===== src/rtl/t_pulse_gen.sv =====
// Toggle-command generator driving the en/t inputs of a downstream T stage.
// Issues N one-cycle toggle pulses separated by a programmable gap and tracks the expected q.
module t_pulse_gen #(
  parameter int unsigned CNT_W = 8,
  parameter int unsigned GAP_W = 4
) (
  input  logic             clk,
  input  logic             rst,
  input  logic             cmd_valid,
  output logic             cmd_ready,
  input  logic [CNT_W-1:0] cmd_count,
  input  logic [GAP_W-1:0] cmd_gap,
  input  logic             abort,
  output logic             en,
  output logic             t,
  output logic             busy,
  output logic             done,
  output logic             aborted,
  output logic [CNT_W-1:0] pulses_sent,
  output logic             q_expect
);

  typedef enum logic [1:0] {
    IDLE  = 2'd0,
    PULSE = 2'd1,
    GAP   = 2'd2,
    DONE  = 2'd3
  } state_t;

  state_t           state;
  logic [CNT_W-1:0] remaining;
  logic [GAP_W-1:0] gap_lat;
  logic [GAP_W-1:0] gap_cnt;

  // Only the handshake ready is combinational; it must drop while rst is held.
  assign cmd_ready = (state == IDLE) && !rst;

  // Single-process FSM; every output is computed for the state being entered.
  always_ff @(posedge clk) begin
    if (rst) begin
      state       <= IDLE;
      remaining   <= '0;
      gap_lat     <= '0;
      gap_cnt     <= '0;
      en          <= 1'b0;
      t           <= 1'b0;
      busy        <= 1'b0;
      done        <= 1'b0;
      aborted     <= 1'b0;
      pulses_sent <= '0;
      q_expect    <= 1'b0;
    end else begin
      en   <= 1'b0;
      t    <= 1'b0;
      busy <= 1'b0;
      done <= 1'b0;
      case (state)
        IDLE: begin
          if (cmd_valid && cmd_ready) begin
            remaining   <= cmd_count;
            gap_lat     <= cmd_gap;
            pulses_sent <= '0;
            aborted     <= 1'b0;
            if (cmd_count == '0) begin
              state <= DONE;
              done  <= 1'b1;
            end else begin
              state <= PULSE;
              en    <= 1'b1;
              t     <= 1'b1;
              busy  <= 1'b1;
            end
          end
        end
        PULSE: begin
          // The pulse in flight always counts, even when abort arrives with it.
          remaining   <= remaining - CNT_W'(1);
          pulses_sent <= pulses_sent + CNT_W'(1);
          q_expect    <= ~q_expect;
          if (remaining == CNT_W'(1)) begin
            state   <= DONE;
            done    <= 1'b1;
            aborted <= 1'b0;
          end else if (abort) begin
            state   <= DONE;
            done    <= 1'b1;
            aborted <= 1'b1;
          end else if (gap_lat == '0) begin
            en   <= 1'b1;
            t    <= 1'b1;
            busy <= 1'b1;
          end else begin
            state   <= GAP;
            gap_cnt <= gap_lat;
            busy    <= 1'b1;
          end
        end
        GAP: begin
          if (abort) begin
            state   <= DONE;
            done    <= 1'b1;
            aborted <= 1'b1;
          end else if (gap_cnt == GAP_W'(1)) begin
            state <= PULSE;
            en    <= 1'b1;
            t     <= 1'b1;
            busy  <= 1'b1;
          end else begin
            gap_cnt <= gap_cnt - GAP_W'(1);
            busy    <= 1'b1;
          end
        end
        DONE: begin
          state   <= IDLE;
          aborted <= 1'b0;
        end
        default: state <= IDLE;
      endcase
    end
  end

endmodule


===== config.mk =====
export PLATFORM = sky130hd
export DESIGN_NAME = t_pulse_gen
export DESIGN_NICKNAME = d
export VERILOG_FILES = /design/src/rtl/t_pulse_gen.sv
export SDC_FILE = /design/constraint.sdc
export NUM_CORES = 1
export LEC_CHECK = 0
export ABC_AREA = 1
export CELL_PAD_IN_SITES_DETAIL_PLACEMENT = 1
export CELL_PAD_IN_SITES_GLOBAL_PLACEMENT = 1
export CORE_MARGIN = 5
export CORE_UTILIZATION = 29
export DETAILED_ROUTE_END_ITERATION = 8
export PLACE_DENSITY = 0.75
export SKIP_LAST_GASP = 1
export SLEW_MARGIN = 20
export SYNTH_ARGS = -nofsm -noshare
export SYNTH_HDL_FRONTEND = slang
export SYNTH_SLANG_ARGS = --single-unit

===== constraint.sdc =====
create_clock -name clk -period 3.58 [get_ports clk]
set_clock_uncertainty 0.1 [all_clocks]
set_input_delay 0.716 -clock clk [delete_from_list [all_inputs] [get_ports clk]]
set_output_delay 0.716 -clock clk [all_outputs]
set_load 0.05 [all_outputs]

==> reports/qor.yml <==
status: "finished, final reports clean"
reg2regPathDepth: 10
min_to: "gap_lat[1]"
synth-edff-count: 0
place_area_mm2: 0.00214
rsz0062_at_grt: "no"
hold_path_class: "reg2reg"
holdBufCountCts: 0
wl_per_cell_um: 13.4
path_buf_inv: 3
grt_max_degree: 18
grt_pass1_wl_mm: 8.36
nFillCells: 781
die_h_um: 88.5
cts_tree: "built"
ctsLongestPathBuffers: 2
cts_setup_buffers: 0
r2r_slack_ns: 1.26
grt_pass1_vias: 1896
synth_cell_type_count: 29
drt-initial-drc-count: 56
synthArstFlopShare: 0
min_period_over_period: 0.707
reg2reg_from: "state[1]"
grt_use_total: 0.137
power.leakage_nw: 0.974
syn_to_final_growth_pct: 25.5
synth_seq_cells: 31
tightest_slew_ns: 0.680
start_util: 0.300
cts-root-buf: "clkbuf_8"
worstPathRequired_ns: 2.76
cp_top_family: "buffers and inverters"
synth_fa_ha_area_frac: 0.0699
cp_slowest_cell: "clkdlybuf4s50_1"
muxShareOfSynthArea: 0
stdcell_area_mm2: 0.00224
setup_slack_ns: 1.05
fp.dieW_um: 88.5
relSlewSlack: 0.547
hold_depth: 2
irDropWorstVdd_v: 0.000430
synth_area_mm2: 0.00179
gp_congestion: 0.778
drc_errors: 0
synth-simple-area-share: 0.266
clkTransAtPathRegs_ns: 0.06
cp_max_fo: 13
syn_nets: 294
cp-end-kind: "output pin"
synth-xor-area-share: 0.0147
io_pins: 31
dr.pass1.iters: 4
slowest_delay_ns: 0.51
cp-start-kind: "input pin"
place_ws_ns: 0.889
core_mm2: 0.00596
fin_crit_ns: 2.53
cts_buffers: 5
syn_avg_cell_area_um2: 6.68
fin_nets: 323
cp.depth: 4
finalMaxSlewViolations: 0
finalHoldViolations: 0
rows: 28
cts.sinks: 31
dp_hpwl_mm: 3.84
cts.repair.resized: 0
setup_viol: 0
ys_seq_area_frac: 0.347
vias: 1772
crit_chain: "clkdlybuf4s50_1 -> buf_4 -> nor2_1 -> buf_4"
totalWireLength_mm: 5.00
cpMostUsedCell: "buf_4"
max_freq_mhz: 395
vias_per_cell: 4.75
antennaDiodeCount: 0
antenna_left: 0
synth_top_family_by_area: "simple AND/OR/NAND/NOR gates"
die_area_mm2: 0.00784
min_from: "gap_lat[1]"
drv_cap: 0
fin_setup_tns_ns: 0
whs_ns: 0.380
yosys_most_used_dff: "dfxtp_1"
gr-total-overflow: 0
ys_warn_count: 0
drive_gt1_frac: 0.0638
powerDensity_mw_per_mm2: 748
io_buffers: 30
grt_antenna_before_repair: 0
synth-compound-area-share: 0.181
r2r_end: "pulses_sent[5]"
cts_max_level: 2
worst_ep_arrival_time_ns: 1.72
clk_latency_ns: 0.29
synth_cells: 268
crit_type: "in2out"
-- layout by cell type (no fill, tap or decap), types with 3 or more instances in the layout --
cell,instances
nor3_1,3
o21ai_0,23
a21oi_1,21
nand4_1,3
ha_1,10
clkbuf_8,7
inv_1,40
nand2_1,47
a31oi_1,3
nor2_1,32
nand3_1,19
nand3b_1,3
buf_4,3
inv_2,4
dfxtp_1,31
clkdlybuf4s50_1,29
-- per-stage QoR --
stage,power [mW],instances,utilization
after floorplan,1.15,268,-
after global placement,1.34,365,0.360
after detailed placement,1.38,365,0.360
after CTS,1.70,373,0.377
after global routing,1.82,373,0.377
final,1.68,373,0.377
-- synth_stat cells (2+ instances only) --
master / count / area (um2)
nand2_1: 47 / 176
inv_1: 40 / 150
nor2_1: 32 / 120
dfxtp_1: 31 / 621
o21ai_0: 23 / 115
a21oi_1: 21 / 105
nand3_1: 19 / 95.1
ha_1: 10 / 125
buf_2: 5 / 25.0
inv_2: 4 / 15.0
a31oi_1: 3 / 18.8
clkbuf_1: 3 / 11.3
nand3b_1: 3 / 22.5
nand4_1: 3 / 18.8
nor3_1: 3 / 15.0
a211oi_1: 2 / 15.0
a21oi_2: 2 / 17.5
buf_4: 2 / 15.0
o21ai_1: 2 / 10.0
o21bai_1: 2 / 15.0
o22ai_1: 2 / 12.5
xor2_1: 2 / 17.5
-- logic make-up after synthesis --
| group | after synthesis |
|---|---|
| buffers and inverters | 54 |
| adder cells (fa/ha/maj) | 10 |
| AND/OR/NAND/NOR | 111 |
| XOR/XNOR | 3 |
| flip-flops | 31 |
| AO/OA/AOI/OAI | 59 |
-- worst register-to-register path, stage by stage (launching register included) --
cell and delay [ns]:
dfxtp_1 0.33, inv_1 0.15, ha_1 0.62, nand2_1 0.12
nand2_1 0.12, inv_1 0.19, nor2_1 0.20, inv_1 0.10
o21bai_1 0.12, o21ai_0 0.09, nor2_1 0.11
-- sequential cells by signal, indices dropped and copies added (netlist names), 2 cells and up --
name         cells
gap_cnt          4
gap_lat          4
pulses_sent      8
remaining        8
state            2
-- metal layers --
metal,part of all wire,routed length (um),GRT usage,vias up
met5,0,0,0,-
met3,0.042,211,0.0326,9
met1,0.47,2340,0.160,817
li1,-,-,-,917
met2,0.47,2360,0.240,29
met4,0.019,94,0.0549,0
-- where the power goes --
part	switching (mW)	leakage (nW)	internal [mW]
registers	0.0684	0.253	0.433
logic	0.563	0.669	0.304
clock network	0.136	0.0515	0.175
-- layout make-up --
type                    instances  area (um2)  area share
multi-input cells             183         952       0.424
inverters                      44         165      0.0736
flip-flops and latches         31         621       0.276
clock buffers                   8         100      0.0446
repair buffers                 32         313       0.139
well taps                      75        93.8      0.0418
-- worst max-delay path by stage --
stage | start | to | slack (ns)
global route | rst | pulses_sent[5] | 0.97
global placement | rst | pulses_sent[5] | 1.01
detailed placement | rst | pulses_sent[5] | 0.89
floorplan | rst | cmd_ready | 1.19
finish | rst | cmd_ready | 1.05
CTS | rst | cmd_ready | 1.05
(Power assumes the default switching activity.)
==> edit 1: new RTL, same settings <==
The 4 states of `state_t` get a Gray code encoding in 2 bits.
--- a/src/rtl/t_pulse_gen.sv
+++ b/src/rtl/t_pulse_gen.sv
@@ -22,8 +22,8 @@
 
   typedef enum logic [1:0] {
-    IDLE  = 2'd0,
-    PULSE = 2'd1,
-    GAP   = 2'd2,
-    DONE  = 2'd3
+    IDLE  = 2'b00,
+    PULSE = 2'b01,
+    GAP   = 2'b11,
+    DONE  = 2'b10
   } state_t;
 
Behaviour: no difference found for any inputs over 10 cycles, from zero or initial values and one cycle with rst high; not proved beyond that.
==> edit 1 against the original RTL <==
- register-to-register slack better by 730 ps
- setup slack better by 17 ps
- final area down 3.1%
- wire length down 4.5%
- worst hold slack worse by 3.6 ps
- sequential cell count unchanged
- area after synthesis down 3.8%
- cell count down 4.3%
- die area down 3.4%
- highest routed layer unchanged
Power is not compared: it rests on default switching activity, and its combinational part moved more than twofold at a synthesized area within 25%.
==> edit 1: results (changes against the original RTL) <==
stage	metric	value	unit	change
global_route	grt_usage	0.136		-0.000709
route	avgRoutedWirePerCell	13.4	um	-0.18%
yosys	synthTopCellsByCount	68 x nand2_1, 31 x dfxtp_1, 30 x nor2_1		
clock_tree	cts_made_buffers	5		unchanged
final_layout	top_regs	pulses_sent: 8 flops, remaining: 8 flops		
place	dp_hpwl	3600	um	-6.4%
clock_tree	clk_path_buf_depth	2		unchanged
global_route	grt_pass1_vias	1742		-8.1%
clock_tree	postCtsResizedCells	0		unchanged
setup_path	path_delay_family	buffers and inverters		
clock_tree	htree_levels	2		unchanged
route	vias_per_cell	4.78		+0.53%
route	drtIter0Drc	25		-55%
final_layout	diodes	0		unchanged
setup_path	critPathSlowestCell	clkdlybuf4s50_1		
route	dr.pass1.iters	4		unchanged
final_layout	finish.net_count	302		-6.5%
final_layout	fillCellCount	751		-3.8%
yosys	synth_area_leaders	dfxtp_1 36%, nand2_1 15%, nor2_1 6.5%		
yosys	synthAdderAreaFrac	0.0364		-0.0336
place	io_buffers	30		unchanged
yosys	ys_warn_count	0		unchanged
setup_path	cp.arrival	1700	ps	-20 ps
yosys	synth_seq_area_share	0.361		+0.0139
clock_tree	post_cts_buffers	0		unchanged
global_route	antenna_found_initial	0		unchanged
setup_path	max_stage_delay	540	ps	+30 ps
power	power.static_leakage	0.894	nW	
setup_path	critPathMaxFanout	6		-7
place	gp_congestion	0.766		-1.7%
global_route	grt_pass1_wl	8080	um	-3.3%
clock_tree	clk_pin_slew_worst_paths	70	ps	
yosys	synthXorXnorAreaFrac	0.0153		+0.000587
clock_tree	cts-root-buf	clkbuf_8		
clock_tree	clk_latency	280	ps	
final_layout	drive_above_1_share	0.0887		+0.0249
power	irDropWorstVdd	175	uV	
sta	worst_slew_pin_slew	516	ps	-164 ps
yosys	synth_compound_area_frac	0.128		-0.0531
yosys	yosys.cell_types.count	32		+10%
yosys	synth_mux_area_frac	0		unchanged
yosys	syn-num-nets	272		-7.5%
yosys	async_reset_ff_frac	0		unchanged
hold_path	hp-class	reg -> reg		
run_status	outcome	finished, final reports clean		
global_route	grt_max_degree	16		-2
[edit 1: cell types whose count changed in the layout (fill, tap and decap cells not counted), moves of 3 or more]
cell	before	now
nand2_1	47	68
inv_1	40	24
o21ai_0	23	8
a21oi_1	21	16
ha_1	10	5
a31oi_1	3	7
o21ai_1	2	5
[edit 1: worst register-to-register path: cells and delay by family (launching register included)]
kind	cells	cell delay, ps
and+or+nand+nor	4	630
DFF	1	520
buffers and inverters	1	230
[edit 1: cell type report]
type,count,area share
Clock buffer,6,0.0380
Multi-Input combinational cell,184,0.429
Clock inverter,2,0.0161
Tap cell,75,0.0432
Sequential cell,31,0.285
Timing Repair Buffer,31,0.140
Inverter,28,0.0483
[edit 1: report_power, final]
part	internal, mW	total (mW)	switching, mW
clock	0.225	0.366	0.140
combinational	0.0666	0.182	0.115
sequential	0.364	0.381	0.0164
[edit 1: path summary, 6_finish.rpt]
| path | from | to | slack (ps) | cells past startpoint |
|---|---|---|---|---|
| max | rst | cmd_ready | 1070 | 3 |
| min | gap_lat[3] | gap_lat[3] | 380 | 2 |
| max reg2reg | state[0] | pulses_sent[7] | 1990 | 5 |
| min reg2reg | gap_lat[3] | gap_lat[3] | 380 | 2 |
[edit 1: layer usage]
layer  vias to the layer above  share of wire  wire [um]  global-route usage
li1                        867              -          -                   -
met1                       803           0.45       2150               0.162
met2                        26           0.50       2410               0.240
met3                         9          0.025        119              0.0199
met4                         0          0.021        100              0.0609
met5                         -              0          0                   0
[edit 1: per-stage QoR]
step	setup slack (ps)	util	area, sq um	hold slack (ps)	instances
3_5_place_dp	1010	0.352	2060	372	349
6_report	1070	0.372	2170	376	357
5_1_grt	1010	0.372	2170	407	357
4_1_cts	1070	0.372	2170	383	357
2_1_floorplan	846	-	1720	344	251
3_3_place_gp	1060	0.352	2060	361	349
[edit 1: logic make-up after synthesis]
logic type | Yosys count
DFF | 31
buffers and inverters | 36
adders and majority gates | 5
xor gates and xnor gates | 3
AOI/OAI and AO/OA | 40
and+or+nand+nor | 136
==> edit 2: new RTL, same settings <==
Made on the original files. The parameter `CNT_W` goes from 8 to 12.
--- a/src/rtl/t_pulse_gen.sv
+++ b/src/rtl/t_pulse_gen.sv
@@ -2,5 +2,5 @@
 // Issues N one-cycle toggle pulses separated by a programmable gap and tracks the expected q.
 module t_pulse_gen #(
-  parameter int unsigned CNT_W = 8,
+  parameter int unsigned CNT_W = 12,
   parameter int unsigned GAP_W = 4
 ) (
Interface: changed (resized cmd_count and pulses_sent); port bits go from 31 to 39. The function was not compared with the original's and may differ.
==> edit 2 against the original RTL <==
- sequential cell count increased by 8
- final area increased by 25%
- total power is 13% higher
- wire length increased by 28%
- via count rose by 31%
- cell count is 28% higher
- area after synthesis increased by 26%
- fmax decreased by 2.8%
- setup slack got worse by 74 ps
- worst hold slack worse by 6.3 ps
==> edit 2: results (changes against the original RTL) <==
stage	metric	value	unit	change
clock_tree	postCtsResizedCells	0		unchanged
final_layout	finish.net_count	406		+26%
yosys	synth_seq_area_share	0.346		-0.000571
global_route	grt_max_degree	21		+3
yosys	async_reset_ff_frac	0		unchanged
power	power.static_leakage	1.15	nW	+18%
hold_path	min-delay-start	gap_lat[3]		
clock_tree	cts-root-buf	clkbuf_8		
run_status	outcome	finished, final reports clean		
setup_path	r2r_start	state[1]		
setup_path	critPathMaxFanout	6		-7
place	dpl_worst_slack	854	ps	-35.2 ps
final_layout	drive_above_1_share	0.0691		+0.00539
place	gp_congestion	0.862		+11%
power	irDropWorstVdd	213	uV	-50%
sta	worst_slew_pin_slew	539	ps	-141 ps
hold_path	hp-class	reg -> reg		
route	vias_per_cell	4.84		+1.9%
clock_tree	post_cts_buffers	0		unchanged
global_route	grt_pass1_wl	10800	um	+30%
power	p_clk_frac	0.161		-0.024
setup_path	cp.arrival	1790	ps	+70 ps
final_layout	fillCellCount	989		+27%
place	io_buffers	38		+27%
place	dp_hpwl	5020	um	+31%
power	internal_power	1.02	mW	+11%
yosys	ys_warn_count	0		unchanged
global_route	grt_pass1_vias	2375		+25%
yosys	syn-num-nets	369		+26%
route	wl	6380	um	+28%
final_layout	top_regs	pulses_sent: 12 flops, remaining: 12 flops		
yosys	synthTopCellsByCount	69 x nand2_1, 45 x nor2_1, 40 x inv_1		
yosys	synth_area_leaders	dfxtp_1 35%, nand2_1 11%, nor2_1 7.5%		
yosys	yosys.cell_types.count	34		+17%
route	drtIter0Drc	87		+55%
global_route	grt_usage	0.134		-0.00327
clock_tree	clk_pin_slew_worst_paths	80	ps	+20 ps
clock_tree	clk_path_buf_depth	2		unchanged
## edit 2: cell count changes in the layout (fill, tap and decap cells not counted), sizes merged, moves of 3 or more
| cell | delta |
|---|---|
| o21ai | +8 |
| nand3b | -3 |
| nor2 | +18 |
| dfxtp | +8 |
| nand3 | +4 |
| nand2 | +25 |
| clkdlybuf4s50 | +8 |
| a21oi | +8 |
## edit 2: cell type report
class,instances,share of cell area
Timing Repair Buffer,40,0.140
Inverter,43,0.0594
Clock inverter,1,0.00179
Sequential cell,39,0.279
Tap cell,102,0.0456
Clock buffer,6,0.0295
Multi-Input combinational cell,247,0.445
## edit 2: cell families (layout without fill, tap and decap cells)
group / after synthesis / after routing / synth area share
buf+inv: 53 / 90 / 0.101
xor+xnor: 3 / 3 / 0.0117
compound gates: 75 / 75 / 0.179
fa+ha+maj: 10 / 10 / 0.0555
flops: 39 / 39 / 0.346
simple gates: 159 / 159 / 0.307
## edit 2: worst paths after layout
kind	end	slack (ps)	cells after the start
setup reg to reg	pulses_sent[10]	1510	12
hold / removal	gap_lat[3]	370	2
setup / recovery	cmd_ready	970	3
hold reg to reg	gap_lat[3]	370	2
## edit 2: per-layer routing
metal  wire [um]  global-route usage  vias up
met3         254              0.0307       11
met1        2960               0.168     1093
li1            -                   -     1164
met5           0                   0        -
met4         107              0.0336        0
met2        3050               0.231       46
## edit 2: power by group through the flow
stage	Clock [mW]	Sequential, mW	Combinational, mW
after floorplan	0	0.657	0.693
after global placement	0	0.607	0.972
after CTS	0.324	0.601	1.00
final	0.307	0.601	0.997
after detailed placement	0	0.610	0.998
after global routing	0.333	0.615	1.13
## edit 2: stage by stage
| stage | instance area, sq um | std cells | power (mW) |
|---|---|---|---|
| after CTS | 2800 | 478 | 1.93 |
| after global placement | 2710 | 471 | 1.58 |
| final | 2800 | 478 | 1.91 |
| after global routing | 2800 | 478 | 2.07 |
| after floorplan | 2250 | 339 | 1.35 |
| after detailed placement | 2710 | 471 | 1.61 |
## edit 2: worst max-delay path, cell delays in order
cell and delay [ps]:
clkdlybuf4s50_1 570, nor2_1 260, buf_4 240
